--- src/rtl/modport_pkg.sv ---
// Shared types and helpers for the compressed-domain elementwise compute block.
// Latency: n/a (declarations only).
// Backpressure: n/a.
package modport_pkg;

    typedef struct packed {
        int unsigned mem_bw;
        int unsigned data_width;
        int unsigned num_blocks;
        int unsigned shift;
    } config_t;

    localparam int unsigned BEAT_BITS = 64;
    localparam int unsigned LANES     = 8;

    typedef enum logic [1:0] {
        IDLE  = 2'd0,
        RUN   = 2'd1,
        FLUSH = 2'd2
    } state_e;

    function automatic logic [6:0] popcount(input logic [BEAT_BITS-1:0] v);
        logic [6:0] c;
        c = '0;
        for (int i = 0; i < BEAT_BITS; i++) begin
            c = c + {6'b0, v[i]};
        end
        return c;
    endfunction

endpackage

--- src/rtl/modport_packer.sv ---
// Byte-append buffer of 2*N entries: appends push_cnt bytes at the tail, then drops pop_cnt from the head.
// Latency: data_o/cnt_o show the buffer with this cycle's push applied, same cycle; pop takes effect next cycle.
// Backpressure: none internally; callers keep fill + push - pop within 2*N and push only zero-padded data.
// Ports: clk/rst (sync, active-high), clr (job restart), push_cnt_i/push_dat_i, pop_cnt_i,
//        fill_o (registered fill), data_o/cnt_o (buffer contents and count after push, before pop).
module modport_packer #(
    parameter int unsigned W  = 8,
    parameter int unsigned N  = 8,
    parameter int unsigned CW = $clog2(N + 1),
    parameter int unsigned FW = $clog2(2 * N + 1)
) (
    input  logic              clk,
    input  logic              rst,
    input  logic              clr,
    input  logic [CW-1:0]     push_cnt_i,
    input  logic [N*W-1:0]    push_dat_i,
    input  logic [FW-1:0]     pop_cnt_i,
    output logic [FW-1:0]     fill_o,
    output logic [2*N*W-1:0]  data_o,
    output logic [FW-1:0]     cnt_o
);

    logic [2*N*W-1:0] buf_q, buf_d;
    logic [FW-1:0]    fill_q, fill_d;
    int unsigned      app_sh, pop_sh;

    // Slots at or above fill are always zero, so appending is a plain OR.
    always_comb begin
        app_sh = 32'(fill_q) * W;
        pop_sh = 32'(pop_cnt_i) * W;
        cnt_o  = fill_q + FW'(push_cnt_i);
        data_o = buf_q | ({{(N*W){1'b0}}, push_dat_i} << app_sh);
        buf_d  = data_o >> pop_sh;
        fill_d = cnt_o - pop_cnt_i;
    end

    always_ff @(posedge clk) begin
        if (rst || clr) begin
            buf_q  <= '0;
            fill_q <= '0;
        end else begin
            buf_q  <= buf_d;
            fill_q <= fill_d;
        end
    end

    assign fill_o = fill_q;

endmodule

--- src/rtl/modport_top.sv ---
// Multiplies compressed activations by dense weights, requantizes, saturates, and re-compresses to mask + packed streams.
// Latency: encoded/mask beats are registered one cycle after the block that completes them; FLUSH adds one cycle.
// Backpressure: inputs are valid/ready (readies low outside RUN); output streams cannot be stalled.
// Ports: clk, rst (sync, active-high), start, running; activations_/masks_/weights_ input streams;
//        output_data_encoded/output_valid_encoded, output_data_masks/output_valid_masks.
// Build option: RELU_EN defined -> results clamp to 0..255; undefined -> signed clamp to -128..127.
module modport_top
    import modport_pkg::*;
#(
    parameter int unsigned MEM_BW     = 64,
    parameter int unsigned DATA_WIDTH = 8,
    parameter int unsigned NUM_BLOCKS = 64,
    parameter int unsigned SHIFT      = 4
) (
    input  logic              clk,
    input  logic              rst,
    input  logic              start,
    output logic              running,
    input  logic [MEM_BW-1:0] activations_input,
    input  logic              activations_valid,
    output logic              activations_ready,
    input  logic [MEM_BW-1:0] masks_input,
    input  logic              masks_valid,
    output logic              masks_ready,
    input  logic [MEM_BW-1:0] weights_input,
    input  logic              weights_valid,
    output logic              weights_ready,
    output logic [MEM_BW-1:0] output_data_encoded,
    output logic              output_valid_encoded,
    output logic [MEM_BW-1:0] output_data_masks,
    output logic              output_valid_masks
);

    localparam config_t     CFG        = '{mem_bw: MEM_BW, data_width: DATA_WIDTH,
                                           num_blocks: NUM_BLOCKS, shift: SHIFT};
    localparam int unsigned DW         = CFG.data_width;
    localparam int unsigned MASK_BEATS = CFG.num_blocks / LANES;
    localparam int unsigned BI_W       = $clog2(LANES);

    state_e            state_q, state_d;
    logic [MEM_BW-1:0] mask_q, mask_d, res_mask_q, res_mask_d;
    logic              mask_vld_q, mask_vld_d;
    logic [BI_W-1:0]   blk_idx_q, blk_idx_d;
    logic [15:0]       blk_cnt_q, blk_cnt_d, mask_beats_q, mask_beats_d;
    logic [15:0]       mask_nz_q, mask_nz_d, act_bytes_q, act_bytes_d;
    logic [MEM_BW-1:0] enc_q, enc_d, msk_out_q, msk_out_d;
    logic              enc_vld_q, enc_vld_d, msk_vld_q, msk_vld_d;

    logic [LANES-1:0]    blk_mask, res_bm;
    logic [6:0]          blk_pc;
    logic                run, fire, last_in_beat, act_xfer, msk_xfer, emit;
    logic [4:0]          in_fill, in_cnt, in_pop, ob_fill, ob_cnt, ob_pop;
    logic [3:0]          in_push_cnt, ob_push_cnt, pk_cnt, src_idx;
    logic [2*MEM_BW-1:0] in_dat, ob_dat;
    logic [MEM_BW-1:0]   pk_dat, ob_push_dat;
    logic [7:0]          a_lane, y_lane;
    logic signed [7:0]   w_lane;
    logic signed [16:0]  prod, shr;

    // Handshakes. A block needs its mask, its weight beat and enough unpacked bytes in the same cycle.
    assign run               = (state_q == RUN);
    assign blk_mask          = mask_q[32'(blk_idx_q) * LANES +: LANES];
    assign blk_pc            = popcount({{(BEAT_BITS-LANES){1'b0}}, blk_mask});
    assign weights_ready     = run && mask_vld_q && ({2'b00, in_fill} >= blk_pc);
    assign fire              = weights_ready && weights_valid;
    assign last_in_beat      = (blk_idx_q == BI_W'(LANES - 1));
    assign masks_ready       = run && (mask_beats_q < 16'(MASK_BEATS)) &&
                               (!mask_vld_q || (fire && last_in_beat));
    // Only pull activation beats that masks seen so far say are needed; the padded tail is never requested.
    assign activations_ready = run && (in_fill <= 5'(LANES)) && (act_bytes_q < mask_nz_q);
    assign act_xfer          = activations_valid && activations_ready;
    assign msk_xfer          = masks_valid && masks_ready;

    assign in_push_cnt = act_xfer ? 4'(LANES) : 4'd0;
    assign in_pop      = fire ? 5'(blk_pc) : 5'd0;

    modport_packer #(.W(DW), .N(LANES)) u_unpack (
        .clk(clk), .rst(rst), .clr((state_q == IDLE) && start),
        .push_cnt_i(in_push_cnt), .push_dat_i(activations_input), .pop_cnt_i(in_pop),
        .fill_o(in_fill), .data_o(in_dat), .cnt_o(in_cnt)
    );

    // Per-lane multiply, requantize, saturate; compact nonzero results LSB-first.
    always_comb begin
        src_idx = '0;
        a_lane  = '0;
        w_lane  = '0;
        prod    = '0;
        shr     = '0;
        y_lane  = '0;
        res_bm  = '0;
        pk_dat  = '0;
        pk_cnt  = '0;
        for (int i = 0; i < LANES; i++) begin
            a_lane = blk_mask[i] ? in_dat[32'(src_idx) * DW +: DW] : 8'd0;
            if (blk_mask[i]) src_idx = src_idx + 4'd1;
            w_lane = weights_input[i*DW +: DW];
            prod   = $signed(17'({1'b0, a_lane})) * $signed(17'(w_lane));
            shr    = prod >>> CFG.shift;
`ifdef RELU_EN
            if (shr < 17'sd0)        y_lane = 8'h00;
            else if (shr > 17'sd255) y_lane = 8'hFF;
            else                     y_lane = shr[7:0];
`else
            if (shr < -17'sd128)     y_lane = 8'h80;
            else if (shr > 17'sd127) y_lane = 8'h7F;
            else                     y_lane = shr[7:0];
`endif
            if (!blk_mask[i]) y_lane = 8'h00;
            res_bm[i] = (y_lane != 8'h00);
            if (res_bm[i]) begin
                pk_dat[32'(pk_cnt) * DW +: DW] = y_lane;
                pk_cnt = pk_cnt + 4'd1;
            end
        end
    end

    assign ob_push_cnt = fire ? pk_cnt : 4'd0;
    assign ob_push_dat = fire ? pk_dat : '0;

    modport_packer #(.W(DW), .N(LANES)) u_pack (
        .clk(clk), .rst(rst), .clr((state_q == IDLE) && start),
        .push_cnt_i(ob_push_cnt), .push_dat_i(ob_push_dat), .pop_cnt_i(ob_pop),
        .fill_o(ob_fill), .data_o(ob_dat), .cnt_o(ob_cnt)
    );

    // Full beats leave as soon as they exist; FLUSH drains whatever partial beat remains.
    always_comb begin
        ob_pop = 5'd0;
        if (state_q == FLUSH)          ob_pop = ob_cnt;
        else if (ob_cnt >= 5'(LANES))  ob_pop = 5'(LANES);
        emit = (ob_pop != 5'd0);
    end

    always_comb begin
        state_d      = state_q;
        mask_d       = mask_q;
        mask_vld_d   = mask_vld_q;
        blk_idx_d    = blk_idx_q;
        blk_cnt_d    = blk_cnt_q;
        mask_beats_d = mask_beats_q;
        mask_nz_d    = mask_nz_q;
        act_bytes_d  = act_bytes_q;
        res_mask_d   = res_mask_q;
        enc_d        = emit ? ob_dat[MEM_BW-1:0] : enc_q;
        enc_vld_d    = emit;
        msk_out_d    = msk_out_q;
        msk_vld_d    = 1'b0;
        case (state_q)
            IDLE: begin
                if (start) begin
                    state_d      = RUN;
                    mask_vld_d   = 1'b0;
                    blk_idx_d    = '0;
                    blk_cnt_d    = '0;
                    mask_beats_d = '0;
                    mask_nz_d    = '0;
                    act_bytes_d  = '0;
                end
            end
            RUN:     if (fire && (blk_cnt_q == 16'(CFG.num_blocks - 1))) state_d = FLUSH;
            FLUSH:   state_d = IDLE;
            default: state_d = IDLE;
        endcase
        if (msk_xfer) begin
            mask_d       = masks_input;
            mask_vld_d   = 1'b1;
            mask_beats_d = mask_beats_q + 16'd1;
            mask_nz_d    = mask_nz_q + 16'(popcount(masks_input));
        end else if (fire && last_in_beat) begin
            mask_vld_d = 1'b0;
        end
        if (act_xfer) act_bytes_d = act_bytes_q + 16'(LANES);
        if (fire) begin
            blk_idx_d = blk_idx_q + BI_W'(1);
            blk_cnt_d = blk_cnt_q + 16'd1;
            res_mask_d[32'(blk_idx_q) * LANES +: LANES] = res_bm;
            if (last_in_beat) begin
                msk_out_d = res_mask_d;
                msk_vld_d = 1'b1;
            end
        end
    end

    always_ff @(posedge clk) begin
        if (rst) begin
            state_q      <= IDLE;
            mask_q       <= '0;
            mask_vld_q   <= 1'b0;
            blk_idx_q    <= '0;
            blk_cnt_q    <= '0;
            mask_beats_q <= '0;
            mask_nz_q    <= '0;
            act_bytes_q  <= '0;
            res_mask_q   <= '0;
            enc_q        <= '0;
            enc_vld_q    <= 1'b0;
            msk_out_q    <= '0;
            msk_vld_q    <= 1'b0;
        end else begin
            state_q      <= state_d;
            mask_q       <= mask_d;
            mask_vld_q   <= mask_vld_d;
            blk_idx_q    <= blk_idx_d;
            blk_cnt_q    <= blk_cnt_d;
            mask_beats_q <= mask_beats_d;
            mask_nz_q    <= mask_nz_d;
            act_bytes_q  <= act_bytes_d;
            res_mask_q   <= res_mask_d;
            enc_q        <= enc_d;
            enc_vld_q    <= enc_vld_d;
            msk_out_q    <= msk_out_d;
            msk_vld_q    <= msk_vld_d;
        end
    end

    // Stays high while a registered output pulse is still on the wire.
    assign running              = (state_q != IDLE) || enc_vld_q || msk_vld_q;
    assign output_data_encoded  = enc_q;
    assign output_valid_encoded = enc_vld_q;
    assign output_data_masks    = msk_out_q;
    assign output_valid_masks   = msk_vld_q;

    logic unused_bits;
    assign unused_bits = ^{in_cnt, in_dat[2*MEM_BW-1:MEM_BW], ob_fill, ob_dat[2*MEM_BW-1:MEM_BW]};

endmodule

--- config.mk ---
export PLATFORM = sky130hd
export DESIGN_NAME = modport_top
export DESIGN_NICKNAME = d
export VERILOG_FILES = /design/src/rtl/modport_pkg.sv /design/src/rtl/modport_packer.sv /design/src/rtl/modport_top.sv
export SDC_FILE = /design/constraint.sdc
export NUM_CORES = 2
export LEC_CHECK = 0
export ABC_AREA = 1
export ABC_CLOCK_PERIOD_IN_PS = 23100
export BUFFER_PORTS_ARGS = -buffer_cell sky130_fd_sc_hd__clkbuf_2
export CORE_UTILIZATION = 55
export DETAILED_ROUTE_END_ITERATION = 12
export PLACE_DENSITY = 0.71
export SLEW_MARGIN = 0
export SYNTH_ARGS = -nofsm -noshare
export SYNTH_HDL_FRONTEND = slang
export SYNTH_SLANG_ARGS = --single-unit
--- constraint.sdc ---
create_clock -name clk -period 23.1 [get_ports clk]
set_input_delay 0 -clock clk [delete_from_list [all_inputs] [get_ports clk]]
set_output_delay 0 -clock clk [all_outputs]
set_load 0.01 [all_outputs]
==> qor.yml <==
crit_family: "buffers and inverters"
ys_seq_elements: 591
hold_depth: 3
gr-total-overflow: 0
syn_area_per_cell_sq_um: 6.209
min-delay-start: "rst"
power.internal_mw: 2.959
initial_utilization_pct: 55.37
fin_skew_ps: 50.48
run_status: "finished, final reports clean"
coreArea_sq_um: 125400
cp_slowest_cell: "o21ai_0"
yosys.area.top_type: "dfxtp_1"
synth_cell_types: 82
ys.flop_type: "dfxtp_1"
maxCapViolations: 0
fmax_mhz: 46.56
drt-pass1-iter-count: 9
vdd_drop_max_mv: 0.4634
cts_made_buffers: 69
p_per_area_nw_per_um2: 84.25
io_pins: 332
synthCells: 11185
drc: 0
nets: 12165
cpMostUsedCell: "nand2_1"
path_buf_inv: 23
finalMaxSlewViolations: 0
clk_path_buf_depth: 3
postLayoutSetupSlackWorst_ps: 1623
cts_setup_buffers: 0
synthesis.nets: 12161
h-tree-depth: 3
synth_most_common_cell: "nand2_1"
rr_worst_depth: 72
dp_slack_ps: 1666
fin_crit_sh_pct: 92.98
cp-start-kind: "flop"
grt_max_degree: 158
viasPerCell: 6.167
swShare_pct: 53.04
synth_top_area_share_pct: 17.04
seq_area_frac_synth_pct: 17.04
hold_class: "input pin to flop"
p_leak_nw: 36.62
fin_setup_tns_ps: 0
antenna_found_initial: 13
clk_latency_ps: 680
synth_area_leaders: "dfxtp_1, nand2_1, fa_1"
drt_wl_total_um: 281300
antenna_left: 0
fp.dieArea_sq_um: 127700
r2r-start: "blk_idx_q[1]$_SDFFE_PP0P_"
setup_violations: 0
endpoint_kind: "flop"
clkPwrFrac_pct: 18.5
critical-path-max-stage-delay_ps: 870
rows: 130
hpwlAfterDp_um: 216500
critPathRequiredTime_ps: 23640
initialDrtViolationCount: 11066
slew_headroom_pct: 14.55
syn-cell-area_sq_um: 69440
gp_congestion: 1.094
clock-sinks: 591
worstSetupStartpoint: "blk_idx_q[1]$_SDFFE_PP0P_"
grt_pass1_vias: 73521
yosysWarnings: 0
rrSetupSlack_ps: 1620
path_clk_slew_ps: 60
cts_root_buf: "clkbuf_16"
die_w_um: 357.3
async_flop_share_pct: 0
fin_crit_ps: 21480
die_h_um: 357.3
synth_common_cells: "nand2_1, inv_1, nand3_1"
grt_pass1_wl_um: 428100
crit_arrival_ps: 22020
synthToLayoutAreaGrowth_pct: 7.717
cp_max_fo: 115
seq_power_share_pct: 18.3
hold_end: "output_valid_masks$_SDFF_PP0_"
routedWlPerCell_um: 21.81
synth_edf_count: 0
worst_pin_slew_ps: 1268
grt_setup_unrepaired: "false"
finalHoldViolations: 0
port_buffers: 331
p_comb_share_pct: 63.2
grt_usage_pct: 42.74
final_area_sq_um: 74800
setup.worst_path.class: "flop to flop"
cts_tree: "yes"
reg2reg_to: "output_data_encoded[50]$_SDFFE_PP0P_"
final_layout_size_suffix_gt1_share_pct: 7.758
switchingPower_mw: 3.343
dpl-instance-area_sq_um: 71650
vias: 79566
[state kept, by name, indices dropped and copies added (netlist names), 64 cells and up]
signal and cells:
output_data_encoded 64, u_unpack.buf_q 128, mask_q 64, u_pack.buf_q 128, output_data_masks 64, res_mask_q 64
[worst max path at each step]
stage                                                      end  cells past startpoint
after global placement    output_data_encoded[42]$_SDFFE_PP0P_                     71
final                     output_data_encoded[50]$_SDFFE_PP0P_                     72
after global routing      output_data_encoded[50]$_SDFFE_PP0P_                     75
after floorplan           output_data_encoded[53]$_SDFFE_PP0P_                     80
after detailed placement  output_data_encoded[50]$_SDFFE_PP0P_                     69
after CTS                 output_data_encoded[50]$_SDFFE_PP0P_                     69
[per-layer routing]
layer	vias to the layer above	global-route usage, %	wire length (um)
li1	36833	-	-
met1	36825	56.92	112600
met2	4988	64.91	119800
met3	908	9.990	33340
met4	12	20.34	15290
met5	-	0.9630	273
[through the flow]
stage	hold slack, ps	power [mW]	utilization [%]	instances
6_report	49.50	6.302	59.65	12902
5_1_grt	51.43	6.711	59.63	12896
4_1_cts	4.453	6.139	59.59	12889
3_5_place_dp	260.9	4.960	57.14	12700
3_3_place_gp	249.9	4.924	57.14	12700
2_1_floorplan	120.7	3.927	-	11185
[power by group through the flow]
| stage | clock network, mW | registers [mW] | logic [mW] |
|---|---|---|---|
| 6_report | 1.16 | 1.15 | 3.98 |
| 5_1_grt | 1.20 | 1.16 | 4.35 |
| 4_1_cts | 1.16 | 1.15 | 3.82 |
| 3_5_place_dp | 0 | 1.17 | 3.79 |
| 3_3_place_gp | 0 | 1.17 | 3.75 |
| 2_1_floorplan | 0 | 1.17 | 2.75 |
[timing repair]
item | CTS | global route
hold buffers | 67 | 0
endpoints found under the hold margin | 77 | 0
setup endpoints to repair | 0 | 65
resized for setup | 0 | 3
[cell type report]
type	count	area, sq um
Antenna cell	12	30.03
Inverter	1461	5514
Clock buffer	97	2003
Sequential cell	591	11840
Timing Repair Buffer	531	3349
Tap cell	1650	2064
Clock inverter	25	399.1
Fill cell	12318	50610
Multi-Input combinational cell	8535	49600
[kinds of logic (layout without fill, tap and decap cells)]
kind of cell	after synthesis	count (layout)	synth area share, %
compound gates	2239	2239	18.01
xor+xnor	92	92	1.204
fa+ha+maj	778	778	17.82
buf+inv	2059	2114	11.75
flops	591	591	17.04
mux	38	38	0.5477
other cells	1	13	0.005400
simple gates	5387	5387	33.62
[layout by cell type (no fill, tap or decap), types with 331 or more instances in the layout]
cell type	n
clkbuf_2	331
a21oi_1	657
inv_1	1372
fa_1	352
ha_1	426
o21ai_0	1023
dfxtp_1	586
nand2_1	2430
nand3_1	1354
nor2_1	1162
[worst reg2reg max path, delay by kind of cell, from the launching register on]
family / cells / cell delay, ps
buffers and inverters: 23 / 6980
and+or+nand+nor: 25 / 6130
adders and majority gates: 10 / 4620
AOI/OAI and AO/OA: 13 / 2650
DFF: 1 / 780
xor gates and xnor gates: 1 / 200
(Power assumes the default switching activity.)
